**src/rtl/ufm_csr_responder_pkg.sv**
```systemverilog
// Shared definitions for the UFM CSR responder: register field offsets,
// busy encodings, reset values and the control FSM state type.
package ufm_csr_pkg;

  localparam int unsigned SECTOR_LSB = 20;
  localparam int unsigned WP_LSB     = 23;
  localparam int unsigned ES_BIT     = 4;
  localparam int unsigned SP_LSB     = 5;

  localparam logic [1:0]  BUSY_IDLE   = 2'b00;
  localparam logic [1:0]  BUSY_ERASE  = 2'b01;
  localparam logic [2:0]  SECTOR_NONE = 3'b111;
  localparam logic [31:0] CTRL_RESET  = 32'hFFFF_FFFF;

  typedef enum logic [0:0] {
    StIdle,
    StErase
  } ufm_state_e;

  // Status word: busy, erase success and a mirror of the write-protect bits.
  function automatic logic [31:0] build_status(logic [1:0] busy, logic es, logic [4:0] wp);
    logic [31:0] s;
    s              = '0;
    s[1:0]         = busy;
    s[ES_BIT]      = es;
    s[SP_LSB +: 5] = wp;
    return s;
  endfunction

endpackage

```
**src/rtl/ufm_csr_responder_if.sv**
```systemverilog
// CSR bus between the flash-prep controller (master) and the responder (slave).
interface ufm_csr_responder_if;
  logic        csr_addr;
  logic        csr_read;
  logic        csr_write;
  logic [31:0] csr_writedata;
  logic [31:0] csr_readdata;

  modport master (
    output csr_addr, csr_read, csr_write, csr_writedata,
    input  csr_readdata
  );

  modport slave (
    input  csr_addr, csr_read, csr_write, csr_writedata,
    output csr_readdata
  );
endinterface

```
**src/rtl/ufm_erase_timer.sv**
```systemverilog
// Loadable down-counter timing one sector erase; done is high in the last busy cycle.
module ufm_erase_timer #(
  parameter int unsigned ERASE_CYCLES = 16,
  localparam int unsigned CntW = $clog2(ERASE_CYCLES + 1)
) (
  input  logic clk,
  input  logic rst,
  input  logic load,
  output logic done
);

  logic [CntW-1:0] cnt_q, cnt_d;

  // Next count: reload on start, otherwise count down and park at zero.
  always_comb begin
    cnt_d = cnt_q;
    if (load) begin
      cnt_d = CntW'(ERASE_CYCLES);
    end else if (cnt_q != '0) begin
      cnt_d = cnt_q - CntW'(1);
    end
  end

  // Counter register.
  always_ff @(posedge clk) begin
    if (rst) begin
      cnt_q <= '0;
    end else begin
      cnt_q <= cnt_d;
    end
  end

  assign done = (cnt_q == CntW'(1));

endmodule

```
**src/rtl/ufm_csr_responder.sv**
```systemverilog
// UFM CSR slave: control register, derived status, and sector-erase timing emulation.
module ufm_csr_responder
  import ufm_csr_pkg::*;
#(
  parameter int unsigned ERASE_CYCLES = 16
) (
  input  logic                clk,
  input  logic                rst,
  ufm_csr_responder_if.slave  csr,
  output logic                erase_busy,
  output logic [2:0]          erase_sector,
  output logic                erase_done
);

  ufm_state_e  state_q, state_d;
  logic [31:0] ctrl_q, ctrl_d;
  logic [31:0] rdata_q, rdata_d;
  logic        es_q, es_d;
  logic [2:0]  sector_q, sector_d;
  logic        done_q, done_d;
  logic        timer_load;
  logic        timer_done;

  logic [31:0] status;
  logic [2:0]  sel_new;
  logic [7:0]  wp_by_sector;

  ufm_erase_timer #(
    .ERASE_CYCLES (ERASE_CYCLES)
  ) u_timer (
    .clk  (clk),
    .rst  (rst),
    .load (timer_load),
    .done (timer_done)
  );

  assign status = build_status((state_q == StErase) ? BUSY_ERASE : BUSY_IDLE, es_q,
                               ctrl_q[WP_LSB +: 5]);

  // Protect bits of the incoming write indexed by sector number; 0, 6, 7 read as protected.
  assign sel_new      = csr.csr_writedata[SECTOR_LSB +: 3];
  assign wp_by_sector = {2'b11, csr.csr_writedata[WP_LSB +: 5], 1'b1};

  // Next-state logic for the FSM, control register, read data and erase outputs.
  always_comb begin
    state_d    = state_q;
    ctrl_d     = ctrl_q;
    es_d       = es_q;
    sector_d   = sector_q;
    done_d     = 1'b0;
    timer_load = 1'b0;
    rdata_d    = rdata_q;

    // Reads see the pre-write register contents.
    if (csr.csr_read) begin
      rdata_d = csr.csr_addr ? ctrl_q : status;
    end

    unique case (state_q)
      StIdle: begin
        if (csr.csr_write && csr.csr_addr) begin
          ctrl_d = csr.csr_writedata;
          if (sel_new != SECTOR_NONE) begin
            es_d = 1'b0;
            if (!wp_by_sector[sel_new]) begin
              state_d    = StErase;
              timer_load = 1'b1;
              sector_d   = sel_new;
            end
          end
        end
      end
      StErase: begin
        if (timer_done) begin
          state_d = StIdle;
          es_d    = 1'b1;
          done_d  = 1'b1;
        end
      end
      default: state_d = StIdle;
    endcase
  end

  // State and register update.
  always_ff @(posedge clk) begin
    if (rst) begin
      state_q  <= StIdle;
      ctrl_q   <= CTRL_RESET;
      rdata_q  <= '0;
      es_q     <= 1'b0;
      sector_q <= SECTOR_NONE;
      done_q   <= 1'b0;
    end else begin
      state_q  <= state_d;
      ctrl_q   <= ctrl_d;
      rdata_q  <= rdata_d;
      es_q     <= es_d;
      sector_q <= sector_d;
      done_q   <= done_d;
    end
  end

  assign csr.csr_readdata = rdata_q;
  assign erase_busy       = (state_q == StErase);
  assign erase_sector     = sector_q;
  assign erase_done       = done_q;

endmodule

```
**src/flat_wrapper.sv**
```systemverilog
// flat-port wrapper written by rule: the top's interface ports become plain ports
module ufm_csr_responder_flat import ufm_csr_pkg::*;
#(
  parameter int unsigned ERASE_CYCLES = 16
)
  (clk, rst, erase_busy, erase_sector, erase_done, csr_csr_addr, csr_csr_read, csr_csr_write, csr_csr_writedata, csr_csr_readdata);
  ufm_csr_responder_if csr_i ();
  input  logic clk;
  input  logic rst;
  output logic erase_busy;
  output logic [2:0] erase_sector;
  output logic erase_done;
  input wire logic [$bits(csr_i.csr_addr)-1:0] csr_csr_addr;
  input wire logic [$bits(csr_i.csr_read)-1:0] csr_csr_read;
  input wire logic [$bits(csr_i.csr_write)-1:0] csr_csr_write;
  input wire logic [$bits(csr_i.csr_writedata)-1:0] csr_csr_writedata;
  output wire logic [$bits(csr_i.csr_readdata)-1:0] csr_csr_readdata;
  assign csr_i.csr_addr = csr_csr_addr;
  assign csr_i.csr_read = csr_csr_read;
  assign csr_i.csr_write = csr_csr_write;
  assign csr_i.csr_writedata = csr_csr_writedata;
  assign csr_csr_readdata = csr_i.csr_readdata;
  ufm_csr_responder #(.ERASE_CYCLES(ERASE_CYCLES)) u_core (.clk(clk), .rst(rst), .csr(csr_i), .erase_busy(erase_busy), .erase_sector(erase_sector), .erase_done(erase_done));
endmodule
```
**config.mk**
```make
export PLATFORM = sky130hd
export DESIGN_NAME = ufm_csr_responder_flat
export DESIGN_NICKNAME = d
export VERILOG_FILES = /design/src/rtl/ufm_csr_responder_pkg.sv /design/src/rtl/ufm_csr_responder_if.sv /design/src/rtl/ufm_erase_timer.sv /design/src/rtl/ufm_csr_responder.sv /design/src/flat_wrapper.sv
export SDC_FILE = /design/constraint.sdc
export NUM_CORES = 1
export LEC_CHECK = 0
export BUFFER_PORTS_ARGS = -buffer_cell sky130_fd_sc_hd__buf_2
export CORE_MARGIN = 4
export CORE_UTILIZATION = 50
export DETAILED_ROUTE_END_ITERATION = 10
export GPL_TIMING_DRIVEN = 0
export PLACE_DENSITY = 0.76
export SLEW_MARGIN = 0
export SYNTH_ARGS = -nofsm -noshare
export SYNTH_HDL_FRONTEND = slang
export SYNTH_SLANG_ARGS = --single-unit
```
**constraint.sdc**
```tcl
create_clock -name clk -period 4 [get_ports clk]
set_clock_uncertainty 0.1 [all_clocks]
set_input_delay 0.6 -clock clk [delete_from_list [all_inputs] [get_ports clk]]
set_output_delay 0.6 -clock clk [all_outputs]
set_load 0.05 [all_outputs]
```
After elaboration in Yosys (flattened, before gate mapping)
Cells that the tools add are included.
W data, S select, Z words.

storage, ports and cells
  logic and storage cells = 42
  output and inout port bits = 37
  flip-flop bits (word level) = 75

cells by class
  $add $sub $neg = 1
  reduce and logical (&&, ||, !) cells = 8
  order comparisons = 1
  eq/ne operators = 5
  mux-type cells = 17
  bitwise operators = 2

operator list
  cell                   count
  $mux W32               1
  $mux W1                11
  $mux W5                2
  $eq A5 B1 Y1 const B   1
  $reduce_bool A5 Y1     1
  $sub A5 B1 Y5 const B  1
  $lt A3 B4 Y1 const B   1
  $ne A2 B1 Y1 const B   2
  $pmux W1 S2            2
  $reduce_and A4 Y1      1
  $reduce_or A2 Y1       2
  $bmux W1 S3            1
  $ne A3 B3 Y1 const B   1
  $reduce_and A3 Y1      1
  $ne A2 B2 Y1 const B   1
  $not A1 Y1             2
  $reduce_and A2 Y1      1
  $reduce_bool A2 Y1     1
  $logic_and A1 B1 Y1    1

Longest topological paths before layout
Gate-level depths: netlist of the first run.

  depth after elaboration = 7
  gate-level depth with buffers = 7
  depth with buffers taken out = 6

Cells and area by module
From an unflattened synthesis of the first run, not the netlist that was laid out.

second synthesis, totals
  cell total of the unflattened synthesis = 341
  area, all modules = 2970.3 um2

by module, submodules not included
  module             area each (um2)  cells an instance  times used
  ufm_csr_responder  2727.6           316                1
  ufm_erase_timer    242.7            25                 1

Least setup slack after synthesis of the first run
OpenSTA, ideal clock, no wires.

  path type = input -> register
  start = input port csr_csr_addr
  end = register u_core.sector_q[0], in the netlist u_core.erase_sector[0]
  path slack = 2.095 ns
  data required time = 3.780 ns
  setup time = 0.120 ns
  data arrival time = 1.685 ns
  stages on the path = 6
  cell sequence = buf_4 nand2_1 or2_1 buf_6 a211o_2 a211o_1

on the way
  longest elaborated chain between the ends = 2

RTL lines
  element                      RTL line                 text
  from (decl)                  flat_wrapper.sv:13       input wire logic [$bits(csr_i.csr_addr)-1:0] csr_csr_addr;
  $logic_and A1 B1 Y1          ufm_csr_responder.sv:61  if (csr.csr_write && csr.csr_addr) begin
  $reduce_and A4 Y1 (no line)  --
  to (signal assigned)         ufm_csr_responder.sv:98  sector_q <= sector_d;
  to (decl)                    ufm_csr_responder.sv:19  logic [2:0] sector_q, sector_d;

Every way passes these cells.
A chain may end at the register's enable or synchronous reset.

Final worst setup path of the first run
  start = register u_core.state_q, in the netlist u_core.erase_busy
  end = output port erase_busy

RTL lines
  element                 RTL line                 text
  from (decl)             ufm_csr_responder.sv:15  ufm_state_e state_q, state_d;
  from (signal assigned)  ufm_csr_responder.sv:87  state_q <= StIdle;
  from (signal assigned)  ufm_csr_responder.sv:94  state_q <= state_d;
  to (decl)               flat_wrapper.sv:10       output logic erase_busy;

No word-level cell between the ends.

==> key figures, run 1 <==
Status
  – Outcome: complete, no violations

Detailed routing
  – Post-Route WL: 7120 um
  – Drt drc: 0
  – Via Count: 2621
  – Initial DRC Count: 169
  – Via-to-Cell Ratio: 5.25
  – Routed Antenna Nets: 0
  – WL/cell: 14.3 um
  – Pre-antenna DRT Iters: 4

CTS
  – Inserted Clock Buffers: 9
  – H-tree Lvls: 3
  – Root Buffer: clkbuf_8
  – # clock sinks: 75
  – CTS Hold Bufs: 0
  – Clock Path Buffers: 2
  – Reg clk slew, reported paths: 0.08 ns
  – Post_cts resized: 0
  – Setup bufs post-CTS: 0
  – CTS tree: yes
  – Clock insertion delay at the later pin of the skew report: 0.35 ns

Critical path
  – CP cell instances: buf_2
  – WP data required: 3.30 ns
  – CP Max Fanout: 6
  – Worst path bufs/invs: 1
  – CP delay by family, top: flip-flops
  – Worst EP arrival: 1.10 ns
  – Crit start category: flop
  – Crit. End Element: output pin
  – Crit path kind: flop to output pin
  – Crit-path max cell delay: 0.45 ns
  – Slowest cell on the critical path: dfxtp_1

Place
  – Worst slack at placement: 1.95 ns
  – Placed Area: 0.00334 mm^2
  – HPWL Detailed: 5160 um
  – Final GP Congestion: 0.826
  – Post-placement cell count: 484
  – Buffers added on ports: 68

Finish
  – Share of post-route cells with drive strength above 1: 0.220
  – Antenna Cells: 0
  – Fin nets: 462
  – Syn-to-layout area delta: 21.0%
  – Final Util: 0.632
  – Fin area: 0.00352 mm^2
  – Final Instance Count excl. Fillers: 499

Power and ir drop
  – P_leak: 1.61 nW
  – Maximum VDD drop: 0.243 mV
  – Pwr per Cell Area: 501 mW/mm^2
  – Design Power: 1.76 mW

Die
  – Rows: 27
  – Core Box Area: 0.00557 mm^2
  – Die footprint: 0.00710 mm^2
  – Io pins: 74
  – Die height: 84.3 um
  – Initial Util: 0.522
  – Chip Width: 84.3 um

Timing
  – Hold Vio Cnt, Final: 0
  – Fmax: 554 MHz
  – RSZ-0062 raised after global routing: no
  – Min Hold Slack: 0.351 ns
  – Worst-Margin Slew: 0.560 ns
  – Setup ws final: 2.20 ns
  – Period utilisation layout: 0.451
  – Tmin final: 1.80 ns
  – Slew headroom: 0.626
  – Post-Route Setup TNS: 0 ns
  – Fin. max-slew vios: 0
  – Final Setup Violations: 0

Global route
  – Largest net degree at the start of global routing: 13
  – Tot GR Track Use: 0.211
  – GR Util met2: 0.347
  – Vias in the first global route: 2628
  – GR Layer Usage met3: 0.0432
  – First-pass GRT wire length: 12100 um
  – Congestion Overflow GR: 0
  – Met1 usage: 0.262
  – GRT busiest layer: met2
  – Initial antenna violation count: 0

Yosys
  – Syn Nets: 383
  – Cell count after synthesis: 344
  – Fraction of the yosys area taken by sequential cells: 0.516
  – Yosys warns: 0
  – Yosys reg bits: 75
  – Syn_area_per_cell: 8.46 um^2
  – Post-Syn Area: 0.00291 mm^2
  – Unique cell type count in the Yosys netlist: 30

Run
  – Max-cap viol count: 0

Worst hold path
  – Worst hold path type: input pin to flop
## cell usage in the layout, fill, tap and decap left out, drive strengths merged
cell and count:
nor2b 1, or2 1, a31o 1, a2111oi 1, clkbuf 33, nand2b 26
dfxtp 75, and4b 1, clkinvlp 1, mux2i 9, a21oi 29, nand2 67
o211ai 1, a211o 4, o21ai 5, a211oi 10, ha 2, clkinv 4
inv 4, nand3 57, mux2 1, nor3 5, xnor2 1, bufinv 1
buf 72, nor3b 2, nor2 13
## cells in the mapped netlist (all sizes together)
master | number | share of area
dfxtp | 75 | 0.52
nand2 | 67 | 0.086
nand3 | 57 | 0.098
a21oi | 29 | 0.050
nand2b | 26 | 0.056
clkbuf | 24 | 0.035
nor2 | 13 | 0.018
a211oi | 10 | 0.026
mux2i | 9 | 0.031
nor3 | 5 | 0.0086
o21ai | 5 | 0.0086
a211o | 4 | 0.012
buf | 4 | 0.011
inv | 4 | 0.0052
ha | 2 | 0.0086
nor3b | 2 | 0.0052
a2111oi | 1 | 0.0052
a31o | 1 | 0.0030
and4b | 1 | 0.0034
mux2 | 1 | 0.0039
nor2b | 1 | 0.0022
o211ai | 1 | 0.0026
or2 | 1 | 0.0022
xnor2 | 1 | 0.0030
## flip-flops by register name (all words and copies together) (netlist names)
| name | cells |
|---|---|
| u_core.csr.csr_readdata | 32 |
| u_core.ctrl_q | 32 |
| u_core.u_timer.cnt_q | 5 |
| u_core.erase_sector | 3 |
| u_core.erase_busy | 1 |
| u_core.erase_done | 1 |
| u_core.es_q | 1 |
## cell type report
class	count	area, um^2
inverter	4	15.0
timing repair buffer	68	340
buffer	28	133
tap	72	90.1
fill	513	2050
sequential	75	1500
clock inverter	6	57.6
multi-input combinational	237	1260
clock buffer	9	124
## worst reg2reg max path, cell delays in order, from the launching register on
cell and delay [ns]:
dfxtp_1 0.37, or2_1 0.26, buf_6 0.14, a211o_2 0.31, a211o_1 0.30
## path summary, 6_finish.rpt
kind / start / end / slack, ns / cells after the start
setup / recovery: u_core.erase_busy$_SDFF_PP0_ / erase_busy / 2.20 / 1
hold / removal: csr_csr_writedata[15] / u_core.ctrl_q[15]$_SDFFE_PP1P_ / 0.35 / 3
setup reg to reg: u_core.erase_busy$_SDFF_PP0_ / u_core.erase_sector[0]$_SDFFE_PP1P_ / 2.41 / 4
hold reg to reg: u_core.csr.csr_readdata[18]$_SDFFE_PP0P_ / u_core.csr.csr_readdata[18]$_SDFFE_PP0P_ / 0.37 / 2
## power by group
group	total, mW	switching [mW]	leakage, nW	internal (mW)
logic	0.358	0.232	0.892	0.125
clock network	0.555	0.275	0.0946	0.280
registers	0.851	0.0414	0.619	0.809
total	1.76	0.549	1.61	1.21
## layer usage
| layer | wire length, um | vias up |
|---|---|---|
| li1 | - | 1320 |
| met1 | 3190 | 1212 |
| met2 | 3360 | 70 |
| met5 | 0 | - |
| met3 | 360 | 19 |
| met4 | 211 | 0 |
## kinds of logic after synthesis
logic type               after synthesis  share of synthesized area
XOR/XNOR                               1                    0.00301
AND/OR/NAND/NOR                      173                      0.279
flip-flops                            75                      0.516
AO/OA/AOI/OAI                         51                      0.107
multiplexers                          10                     0.0348
adder cells (fa/ha/maj)                2                    0.00860
buffers and inverters                 32                     0.0507
(Power assumes the default switching activity.)
==> run 2: changes to the inputs <==
--- a/config.mk
+++ b/config.mk
@@ -7,10 +7,10 @@
 export LEC_CHECK = 0
 export BUFFER_PORTS_ARGS = -buffer_cell sky130_fd_sc_hd__buf_2
 export CORE_MARGIN = 4
-export CORE_UTILIZATION = 50
+export CORE_UTILIZATION = 47
 export DETAILED_ROUTE_END_ITERATION = 10
 export GPL_TIMING_DRIVEN = 0
-export PLACE_DENSITY = 0.76
+export PLACE_DENSITY = 0.75
 export SLEW_MARGIN = 0
 export SYNTH_ARGS = -nofsm -noshare
 export SYNTH_HDL_FRONTEND = slang
==> constraint.sdc (replaced) <==
create_clock -name clk -period 1.47 [get_ports clk]
set_clock_uncertainty 0.1 [all_clocks]
set_input_delay 0.2205 -clock clk [delete_from_list [all_inputs] [get_ports clk]]
set_output_delay 0.2205 -clock clk [all_outputs]
set_load 0.05 [all_outputs]
==> run 2 against run 1 <==
The run now ends with setup timing left. Critical path depth up 3. Power rose to 2.9 times the previous value. Clock-buffer cell count up 2. Sequential share of layout area down 2.6 points. Combinational power rose to 2.9 times the previous value. Register-to-register slack worse by 2.4 ns. First-iteration DRC count down 17%. Final cell count up 4.2%. Worst hold slack worse by 0.34 ns. Routed wire length up 4.3%. Via count up 2.7%. Largest cell class unchanged.
==> key figures, run 2 (synthesis gave the netlist of run 1 again) <==
Timing
  – Setup ws final: -0.00250 ns (-2.20 ns)
  – Post-Route Setup TNS: -0.00367 ns (-0.00367 ns)
  – Fin. max-slew vios: 0 (unchanged)
  – Tmin final: 1.47 ns
  – Slew headroom: 0.548 (-0.0786)
  – Period utilisation layout: 1.00
  – RSZ-0062 raised after global routing: yes
  – Final Setup Violations: 2 (+2)
  – Fmax: 679 MHz
  – Hold Vio Cnt, Final: 0 (unchanged)
  – Worst-Margin Slew: 0.674 ns (+0.114 ns)

Power and ir drop
  – Design Power: 5.06 mW (+190%)
  – Pwr per Cell Area: 1340 mW/mm^2 (+170%)
  – Maximum VDD drop: 0.679 mV (+180%)
  – P_leak: 1.71 nW (+6.3%)

Status
  – Failing checks: setup timing
  – Outcome: finished, violations left

Die
  – Die footprint: 0.00752 mm^2 (+5.8%)
  – Initial Util: 0.489 (-0.0335)
  – Io pins: 74 (unchanged)
  – Rows: 28 (+3.7%)
  – Chip Width: 86.7 um (+2.8%)
  – Die height: 86.7 um (+2.8%)
  – Core Box Area: 0.00596 mm^2 (+6.8%)

CTS
  – CTS tree: yes
  – Root Buffer: clkbuf_8
  – Reg clk slew, reported paths: 0.08 ns (about the same)
  – # clock sinks: 75 (unchanged)
  – Clock insertion delay at the later pin of the skew report: 0.34 ns (about the same)
  – Inserted Clock Buffers: 9 (unchanged)
  – Clock Path Buffers: 2 (unchanged)
  – H-tree Lvls: 3 (unchanged)

Global route
  – GR Util met2: 0.338 (-0.00923)
  – Tot GR Track Use: 0.203 (-0.00837)
  – Initial antenna violation count: 0 (unchanged)
  – First-pass GRT wire length: 11900 um (-1.5%)
  – GR Layer Usage met3: 0.0323 (-0.0109)
  – Vias in the first global route: 2484 (-5.5%)
  – Congestion Overflow GR: 0 (unchanged)
  – Largest net degree at the start of global routing: 14 (+1)
  – Met1 usage: 0.261 (-0.000331)
  – GRT busiest layer: met2

Place
  – Final GP Congestion: 0.815 (-1.3%)
  – HPWL Detailed: 5250 um (+1.7%)
  – Buffers added on ports: 68 (unchanged)

Critical path
  – Worst EP arrival: 1.61 ns (+0.51 ns)
  – Crit path kind: flop to flop
  – WP data required: 1.61 ns (-1.69 ns)
  – Slowest cell on the critical path: dfxtp_4
  – Crit. End Element: flop
  – CP cell instances: or2_1, buf_6, a211o_4, a211o_1
  – Crit-path max cell delay: 0.36 ns (-0.09 ns)
  – CP Max Fanout: 6 (unchanged)
  – Crit start category: flop

Detailed routing
  – Pre-antenna DRT Iters: 5 (+1)
  – Routed Antenna Nets: 0 (unchanged)
  – Drt drc: 0 (unchanged)
  – Initial DRC Count: 140 (-17%)
  – Via Count: 2693 (+2.7%)
  – Post-Route WL: 7420 um (+4.3%)
  – Via-to-Cell Ratio: 5.18 (-1.4%)
  – WL/cell: 14.3 um (about the same)

Run
  – Max-cap viol count: 0 (unchanged)

Finish
  – Syn-to-layout area delta: 29.3%
  – Share of post-route cells with drive strength above 1: 0.234 (+0.0136)
  – Fin nets: 480 (+3.9%)
  – Commonest non-fill, non-tap cells in the layout: dfxtp_1 (73), buf_2 (69), nand2_1 (66), nand3_1 (57), a21oi_1 (29)
  – Most common cell after layout, fill and taps aside: dfxtp_1
  – Antenna Cells: 0 (unchanged)

Worst hold path
  – Worst hold path type: input pin to flop
run 2: cell types whose count changed in the layout (fill, tap and decap cells not counted), moves of 2 or more:
| cell | delta |
|---|---|
| dlygate4sd3_1 | +14 |
| clkbuf_1 | -4 |
| clkbuf_2 | +3 |
| buf_4 | +4 |
| clkinv_2 | -4 |
| dfxtp_1 | -2 |
| buf_1 | +2 |
run 2: per-stage QoR:
stage / hold WS, ns / cell area (um^2) / instances / utilization / setup slack (ns)
floorplan: 0.243 / 2920 / 344 / - / -0.0468
global placement: 0.332 / 3360 / 487 / 0.564 / -0.182
detailed placement: 0.332 / 3360 / 487 / 0.564 / -0.197
CTS: 0.00322 / 3750 / 520 / 0.630 / 0.00326
global route: 0.00763 / 3760 / 520 / 0.632 / -0.0514
finish: 0.00839 / 3760 / 520 / 0.632 / -0.00250
run 2: layout make-up:
type,count,area [um^2]
plain buffers,28,136
flip-flops and latches,75,1510
multi-input cells,237,1280
inverters,4,15.0
clock buffers,11,141
well taps,75,93.8
fillers,526,2190
repair buffers,86,510
clock inverters,4,76.3
run 2: timing repair:
| action | in CTS | in global routing |
|---|---|---|
| hold buffers | 14 | 0 |
| endpoints found under the hold margin | 14 | 0 |
| pin swaps | 0 | 0 |
| endpoints found under the setup margin | 6 | 33 |
| setup buffers | 4 | 0 |
| resized for setup | 1 | 10 |
run 2: critical path: cells and delay by family, from the launching register on:
| kind | cells | cell delay [ns] |
|---|---|---|
| AND/OR/NAND/NOR | 1 | 0.21 |
| buffers and inverters | 1 | 0.14 |
| AO/OA/AOI/OAI | 2 | 0.55 |
| flip-flops | 1 | 0.36 |
run 2: routing by layer:
layer  part of all wire  vias to the layer above
met2               0.49                       66
met3              0.046                       10
met1               0.45                     1264
met5                  0                        -
li1                   -                     1353
met4              0.013                        0
run 2: worst paths after layout:
check | start | to | slack (ns) | depth (start not counted)
worst max register to register | u_core.erase_busy$_SDFF_PP0_ | u_core.erase_sector[1]$_SDFFE_PP1P_ | -0.002 | 4
worst min register to register | u_core.erase_sector[1]$_SDFFE_PP1P_ | u_core.erase_sector[1]$_SDFFE_PP1P_ | 0.36 | 1
worst min-delay path | csr_csr_writedata[2] | u_core.ctrl_q[2]$_SDFFE_PP1P_ | 0.008 | 3
worst max-delay path | u_core.erase_busy$_SDFF_PP0_ | u_core.erase_sector[1]$_SDFFE_PP1P_ | -0.002 | 4
run 2: report_power, final:
group	switching, mW	internal, mW	total [mW]
registers	0.112	2.20	2.32
clock network	0.711	0.997	1.71
logic	0.654	0.383	1.04
total	1.48	3.58	5.06
